### config.mk
export PLATFORM = sky130hd
export DESIGN_NAME = scalar_wait_mem
export DESIGN_NICKNAME = d
export VERILOG_FILES = /design/src/rtl/scalar_mem_pkg.sv /design/src/rtl/scalar_sp_ram.sv /design/src/rtl/scalar_wait_mem.sv
export SDC_FILE = /design/constraint.sdc
export NUM_CORES = 2
export LEC_CHECK = 0
export ABC_AREA = 1
export CAP_MARGIN = 20
export CORE_MARGIN = 10
export CORE_UTILIZATION = 60
export DETAILED_ROUTE_END_ITERATION = 8
export PLACE_DENSITY = 0.8
export SETUP_SLACK_MARGIN = 0.02
export SLEW_MARGIN = 20
export SYNTH_ARGS = -nofsm -noshare
export SYNTH_HDL_FRONTEND = slang
export SYNTH_SLANG_ARGS = --single-unit
### constraint.sdc
create_clock -name clk -period 4.9 [get_ports clk]
set_clock_uncertainty 0.05 [all_clocks]
set_input_delay 0.98 -clock clk [delete_from_list [all_inputs] [get_ports clk]]
set_output_delay 0.98 -clock clk [all_outputs]
set_load 0.02 [all_outputs]
### src/rtl/scalar_mem_pkg.sv
// ---------------------------------------------------------------------------
// scalar_mem_pkg
//
// Shared definitions for the wait-state memory of the scalar processor
// family: the handshake FSM state encoding, the default data/address
// widths, and a helper that sizes the wait counter for a given number of
// wait states.
//
// Contents:
//   state_e       two-state FSM encoding (IDLE, ACCESS)
//   DATA_W_DEF    default data word width
//   ADDR_W_DEF    default address width
//   cnt_width()   minimum counter width able to hold 0..wait_cycles
// ---------------------------------------------------------------------------
package scalar_mem_pkg;

    // IDLE waits for a request; ACCESS counts out the wait states and
    // completes the access on the last one.
    typedef enum logic {
        IDLE   = 1'b0,
        ACCESS = 1'b1
    } state_e;

    localparam int DATA_W_DEF = 8;
    localparam int ADDR_W_DEF = 8;

    // Counter width needed to count from 0 up to wait_cycles inclusive.
    // A zero-wait configuration still gets a one-bit counter so the
    // counter vector never collapses to zero width.
    function automatic int cnt_width(input int wait_cycles);
        int w;
        w = $clog2(wait_cycles + 1);
        return (w < 1) ? 1 : w;
    endfunction

endpackage

### src/rtl/scalar_sp_ram.sv
// ---------------------------------------------------------------------------
// scalar_sp_ram
//
// Single-port synchronous word array. Writes land on the rising edge when
// we is high; dout is registered and always shows the word at addr as
// seen at the previous rising edge (read-first on a simultaneous write).
// There is deliberately no reset: contents survive a controller reset.
//
// Ports:
//   clk   in   system clock
//   we    in   write enable
//   addr  in   word address (ADDR_W bits)
//   din   in   write data (DATA_W bits)
//   dout  out  registered read data (DATA_W bits)
// ---------------------------------------------------------------------------
module scalar_sp_ram #(
    parameter int DATA_W = 8,
    parameter int ADDR_W = 8
) (
    input  logic              clk,
    input  logic              we,
    input  logic [ADDR_W-1:0] addr,
    input  logic [DATA_W-1:0] din,
    output logic [DATA_W-1:0] dout
);

    localparam int DEPTH = 2 ** ADDR_W;

    logic [DATA_W-1:0] mem_q [DEPTH];
    logic [DATA_W-1:0] dout_q;

    // Array write and registered read share the one address port.
    always_ff @(posedge clk) begin
        if (we) begin
            mem_q[addr] <= din;
        end
        dout_q <= mem_q[addr];
    end

    assign dout = dout_q;

endmodule

### src/rtl/scalar_wait_mem.sv
// ---------------------------------------------------------------------------
// scalar_wait_mem
//
// Program/data memory for the scalar processor with a request/ready
// handshake and a fixed number of wait states. A read or write request is
// sampled while idle, its address, data and direction are captured, and
// the access completes WAIT_CYCLES+1 edges later with a one-cycle ready
// pulse. A request with rd and wrt both high is refused with a one-cycle
// err pulse. The storage itself lives in scalar_sp_ram.
//
// Ports:
//   clk    in   system clock, all state changes on the rising edge
//   rst    in   synchronous active-low reset
//   add    in   request address (ADDR_W bits)
//   rd     in   read request, sampled while idle
//   wrt    in   write request, sampled while idle
//   wdata  in   write data, captured with the request (DATA_W bits)
//   rdata  out  last completed read value (DATA_W bits)
//   ready  out  one-cycle pulse on access completion
//   busy   out  high while an accepted access is pending
//   err    out  one-cycle pulse when rd and wrt were requested together
// ---------------------------------------------------------------------------
module scalar_wait_mem
    import scalar_mem_pkg::*;
#(
    parameter int DATA_W      = DATA_W_DEF,
    parameter int ADDR_W      = ADDR_W_DEF,
    parameter int WAIT_CYCLES = 1,
    parameter int CNT_W       = 4
) (
    input  logic              clk,
    input  logic              rst,
    input  logic [ADDR_W-1:0] add,
    input  logic              rd,
    input  logic              wrt,
    input  logic [DATA_W-1:0] wdata,
    output logic [DATA_W-1:0] rdata,
    output logic              ready,
    output logic              busy,
    output logic              err
);

    localparam logic [CNT_W-1:0] WAIT_LAST = CNT_W'(WAIT_CYCLES);

    state_e            state_q, state_d;
    logic [CNT_W-1:0]  cnt_q, cnt_d;
    logic [ADDR_W-1:0] addr_q, addr_d;
    logic [DATA_W-1:0] wdata_q, wdata_d;
    logic              is_wr_q, is_wr_d;
    logic [DATA_W-1:0] rdata_q, rdata_d;
    logic              ready_q, ready_d;
    logic              busy_q, busy_d;
    logic              err_q, err_d;

    logic              access_done;
    logic              ram_we;
    logic [DATA_W-1:0] ram_dout;

    // Next-state logic. Everything holds by default; ready and err are
    // pulses and so default low. In IDLE exactly one of rd/wrt starts an
    // access, both together raise err. In ACCESS the counter runs up to
    // WAIT_LAST and the final edge completes the access, returning to IDLE
    // so a new request can be sampled during the ready cycle.
    always_comb begin
        state_d     = state_q;
        cnt_d       = cnt_q;
        addr_d      = addr_q;
        wdata_d     = wdata_q;
        is_wr_d     = is_wr_q;
        rdata_d     = rdata_q;
        ready_d     = 1'b0;
        busy_d      = busy_q;
        err_d       = 1'b0;
        access_done = 1'b0;

        case (state_q)
            IDLE: begin
                if (rd ^ wrt) begin
                    addr_d  = add;
                    wdata_d = wdata;
                    is_wr_d = wrt;
                    cnt_d   = '0;
                    busy_d  = 1'b1;
                    state_d = ACCESS;
                end else if (rd & wrt) begin
                    err_d = 1'b1;
                end
            end

            ACCESS: begin
                if (cnt_q == WAIT_LAST) begin
                    access_done = 1'b1;
                    ready_d     = 1'b1;
                    busy_d      = 1'b0;
                    state_d     = IDLE;
                    if (!is_wr_q) begin
                        rdata_d = ram_dout;
                    end
                end else begin
                    cnt_d = cnt_q + CNT_W'(1);
                end
            end

            default: begin
                state_d = IDLE;
            end
        endcase
    end

    // State and output registers. Reset aborts any pending access and
    // clears the captured request, but leaves the array untouched.
    always_ff @(posedge clk) begin
        if (!rst) begin
            state_q <= IDLE;
            cnt_q   <= '0;
            addr_q  <= '0;
            wdata_q <= '0;
            is_wr_q <= 1'b0;
            rdata_q <= '0;
            ready_q <= 1'b0;
            busy_q  <= 1'b0;
            err_q   <= 1'b0;
        end else begin
            state_q <= state_d;
            cnt_q   <= cnt_d;
            addr_q  <= addr_d;
            wdata_q <= wdata_d;
            is_wr_q <= is_wr_d;
            rdata_q <= rdata_d;
            ready_q <= ready_d;
            busy_q  <= busy_d;
            err_q   <= err_d;
        end
    end

    // The RAM address follows addr_d so its registered output already
    // holds the requested word one edge after the request is accepted,
    // which lets a zero-wait read complete on the very next edge. During
    // ACCESS addr_d equals the captured address, so input changes while
    // busy cannot reach the array. The write is gated by rst so a reset
    // landing on the completion edge still drops the write.
    assign ram_we = access_done & is_wr_q & rst;

    scalar_sp_ram #(
        .DATA_W (DATA_W),
        .ADDR_W (ADDR_W)
    ) u_ram (
        .clk  (clk),
        .we   (ram_we),
        .addr (addr_d),
        .din  (wdata_q),
        .dout (ram_dout)
    );

    assign rdata = rdata_q;
    assign ready = ready_q;
    assign busy  = busy_q;
    assign err   = err_q;

endmodule

Word level (Yosys, flattened, before mapping)
Memories as Yosys holds them, arrays and structs flattened. A register that Yosys moved wholly into a read port is not among the register bits.
Index checks and enable logic that the tools add are counted.
Cells by class
  $add $sub $neg: 1
  multiply operators: 0
  div/mod/pow operators: 0
  $lt $le $gt $ge: 0
  eq/ne operators: 4
  shifts and indexed selects: 0
  mux-type cells: 16
  bitwise gates (word level): 7
  reductions and logical operators: 5
Operators by type and width (number)
  8-bit 2-to-1 mux: 2
  1-bit 2-to-1 mux: 9
  4-bit 2-to-1 mux: 2
  4-bit case mux with 2 select lines: 1
  2-bit AND reduction: 3
  4-bit by 1-bit adder with 4-bit output (second input constant): 1
  4-bit by 1-bit equality test with 1-bit output (second input constant): 1
  2-bit inequality test (second input constant): 2
  1-bit case mux with 2 select lines: 2
  1-bit AND: 3
  1-bit NOT: 3
  3-bit AND reduction: 1
  3-bit OR reduction: 1
  2-bit by 1-bit inequality test with 1-bit output (second input constant): 1
  1-bit bitwise XOR: 1
Storage, ports and cells
  register bits after elaboration: 33
  bits in latches: 0
  bits in writable memories: 2048
  bits in read-only memories: 0
  output and inout bits: 11
  logic and storage cells: 43
  memories kept: 1
Memory list
  u_ram.mem_q: depth 256, width 8, read ports 1, clocked after memory_dff 1, wr ports 1, RTL line scalar_sp_ram.sv:29  | logic [DATA_W-1:0] mem_q [DEPTH];

Longest topological paths before layout
  depth after elaboration: 7
  depth in mapped cells: 19
  mapped depth without buffers: 16

Modules after synthesis
A second synthesis with hierarchy kept.
Second synthesis, totals
  cells, all modules: 8187
  area total of the unflattened synthesis: 86205.2 um2
Modules (own cells, without submodules)
  scalar_sp_ram: times used 1, cells an instance 8021, area each 84856.4 um2, sequential area each 61659.1 um2
  scalar_wait_mem: times used 1, cells an instance 166, area each 1348.8 um2, sequential area each 660.6 um2

Worst setup path after synthesis
OpenSTA, ideal clock, no wires.
  path type: reg2reg
  start point: reg wdata_q[0]
  end point: mem u_ram.mem_q[0][0] (data pin)
  arrival time: 3.398 ns
  required time: 3.994 ns
  path slack: 0.597 ns
  cell stages (with the launch flop): 1
  cell sequence: dfxtp_1
RTL lines
  start, declared: RTL line scalar_wait_mem.sv:48  | logic [DATA_W-1:0] wdata_q, wdata_d;
  start signal, assigned: RTL line scalar_wait_mem.sv:127  | wdata_q <= wdata_d;
  end, declared: RTL line scalar_sp_ram.sv:29
No word-level cell before the write port.

Final worst setup path
  start point: in wrt
  end point: reg u_ram.dout_q[1], in the netlist u_ram.dout[1], read port of u_ram.mem_q
On the way
  longest elaborated chain between the ends: 3
RTL lines
  start, declared: RTL line scalar_wait_mem.sv:35  | input logic wrt,
  1-bit bitwise XOR: RTL line scalar_wait_mem.sv:78  | if (rd ^ wrt) begin
  8-bit 2-to-1 mux: RTL line scalar_wait_mem.sv:78
  8-bit 2-to-1 mux: RTL line scalar_wait_mem.sv:76  | case (state_q)
  end, declared: RTL line scalar_sp_ram.sv:30  | logic [DATA_W-1:0] dout_q;
No other way between the ends.
A chain may end at the register's enable or synchronous reset.

==> results.toml <==
[worst_setup_path]
startpoint_type = "primary input"
cp.arrival_ns = 4.94
required_ns = 5.65
worst_r2r_path_depth = 7
rrSetupSlack_ns = 1.07
r2r-end = "u_ram.mem_q[205][2]"
critical_path_peak_fanout = 34
crit_type = "in -> reg"
setup.worst_path.start = "wrt"
end_kind = "register"
rr_startpoint = "cnt_q[0]"

[clock_network]
numCtsBuffers = 196
post-cts-setup-buffer-count = 0
path_clk_slew_ns = 0.06
clock_latency_ns = 0.84
clock-root-buffer = "clkbuf_16"
cts_resized = 0
cts_tree = "done"
cts_max_level = 4
hold_buffers = 0
clock-sinks = 2089
cts_buffer_depth = 3

[floorplanning]
pin_count = 31
initial_core_util = 0.603
chipWidth_um = 402
chipHeight_um = 402
dieArea_mm2 = 0.162
fp.coreArea_mm2 = 0.146
core.rowCount = 140

[finish]
final_cells = 10800
final_common_cell = "nand2_1"
nNetsFinal = 8705
drive_gt1_frac = 0.0775
final_cell_mix = "5229 x nand2_1, 2048 x edfxtp_1, 385 x nor2_1"
syn_to_final_growth_pct = 11.9

[global_routing]
grt_max_degree = 162
grt_pass1_wl_um = 350000
grt_overflow = 0
grt_pass1_vias = 60300
antenna_found_initial = 4
grtUsageTotal = 0.280

[job]
drv_cap = 0

[timing]
rsz0062_at_grt = "false"
slew_viol_final = 0
max_clock_freq_ghz = 0.239
fin_crit_sh = 0.854
tightest_slew_ns = 1.17
slew_headroom = 0.216
period_minus_slack_ns = 4.19
setup_viol = 0
hold_violations = 0
tns_ns = 0

[synthesis]
synth_area_leaders = "edfxtp_1 70%, nand2_1 22%, nor2_1 1.6%"
syn_nets = 8596
synth_warnings = 0
seq_area_frac_synth = 0.710
netlist_instances = 8573
synth.avg_cell_area_um2 = 10.2
synthDistinctLibCells = 29
yosys.area.top_type_share = 0.701
synth_top_cell_by_area = "edfxtp_1"
ys_ff_latch = 2089
syn_area_mm2 = 0.0877

[place]
gp_congestion = 0.927
place_hpwl_um = 135000
placed_cells = 10400
portBuffers = 30

[min_path]
hold_path.class = "reg -> reg"
hold_start = "u_ram.dout[2]"
min_to = "rdata[2]"
hold_path_depth = 2

[route]
wl_per_cell_um = 21.6
num_vias = 62400
drc = 0
routed_wl_um = 232000
drt_iter0_markers = 8354
via_per_inst = 5.80
antenna_left = 0
dr.pass1.iters = 8

[power]
powerDensity_mw_per_mm2 = 430
leakage_nw = 40.5
ir_worst_vdd_mv = 0.425

[status]
status = "finished, final reports clean"
## critical path, cell delays in order
cell and delay [ns]:
clkdlybuf4s50_1 0.42, ha_1 0.39, nand2_4 0.33, nand2_1 0.16
o21ai_4 0.15, buf_12 0.26, buf_4 0.39, buf_4 0.45
nand2_1 0.13, nand2_1 0.10, nand2_1 0.06, nand2_1 0.13
o21ai_1 0.14, nand2_1 0.31, nor2_1 0.10, nor2_1 0.24
nor2_1 0.07, nand2_1 0.06
## layer usage
layer  track usage  share of wire
met5             0        0.00012
met4         0.135          0.050
met3        0.0622           0.12
met2         0.450           0.47
met1         0.361           0.36
## where the power goes
group	switching, mW	total [mW]	internal, mW
clock	6.53	15.3	8.76
combinational	4.96	6.68	1.72
sequential	0.223	20.2	20.0
total	11.7	42.2	30.5
## cell type report
| cell class | instances | area, um^2 |
|---|---|---|
| fillers | 10000 | 47400 |
| multi-input cells | 6004 | 23300 |
| well taps | 1917 | 2400 |
| repair buffers | 367 | 3520 |
| diodes | 3 | 7.51 |
| clock buffers | 253 | 5360 |
| inverters | 24 | 100 |
| flip-flops and latches | 2089 | 62300 |
| clock inverters | 110 | 1100 |
## cell usage after synthesis (all sizes together)
| cell type | n |
|---|---|
| inv | 24 |
| clkbuf | 134 |
| o21ai | 152 |
| edfxtp | 2048 |
| xor2 | 1 |
| or2 | 4 |
| and3 | 1 |
| o211ai | 1 |
| buf | 322 |
| a21oi | 3 |
| nor2 | 400 |
| nand3 | 197 |
| nor3 | 1 |
| ha | 3 |
| o31ai | 2 |
| dfxtp | 41 |
| nand2 | 5239 |
## state kept, by name (all words and copies together) (netlist names)
name	count
addr_q	8
is_wr_q	1
ready	1
state_q	1
u_ram.dout	8
u_ram.mem_q	2048
err	1
wdata_q	8
cnt_q	4
busy	1
rdata	8
## worst max-delay path by stage
stage                                    end  slack (ns)  cells past startpoint
after floorplan            u_ram.mem_q[0][0]        0.60                      0
final                          u_ram.dout[1]        0.71                     18
after detailed placement       u_ram.dout[1]       -0.05                     18
after global routing           u_ram.dout[7]        0.67                     18
after global placement    u_ram.mem_q[20][3]        0.04                     13
after CTS                      u_ram.dout[1]        0.83                     18
## stage by stage
stage	cell area [um^2]	total power [mW]	setup WS [ns]	utilization	hold slack, ns
after floorplan	87700	24.8	0.597	-	0.381
after global placement	91700	26.9	0.0403	0.630	0.395
after detailed placement	91700	27.1	-0.0501	0.630	0.428
after CTS	98100	42.1	0.828	0.674	0.436
after global routing	98100	43.5	0.673	0.674	0.465
final	98200	42.2	0.714	0.674	0.450
## cell families after synthesis
group,count (synthesis),share of synthesized area
flip-flops,2089,0.710
adder cells (fa/ha/maj),3,0.000428
buffers and inverters,480,0.0254
AO/OA/AOI/OAI,158,0.00931
XOR/XNOR,1,0.0000998
AND/OR/NAND/NOR,5842,0.255
Note: power is estimated with default switching activity, not from simulation.
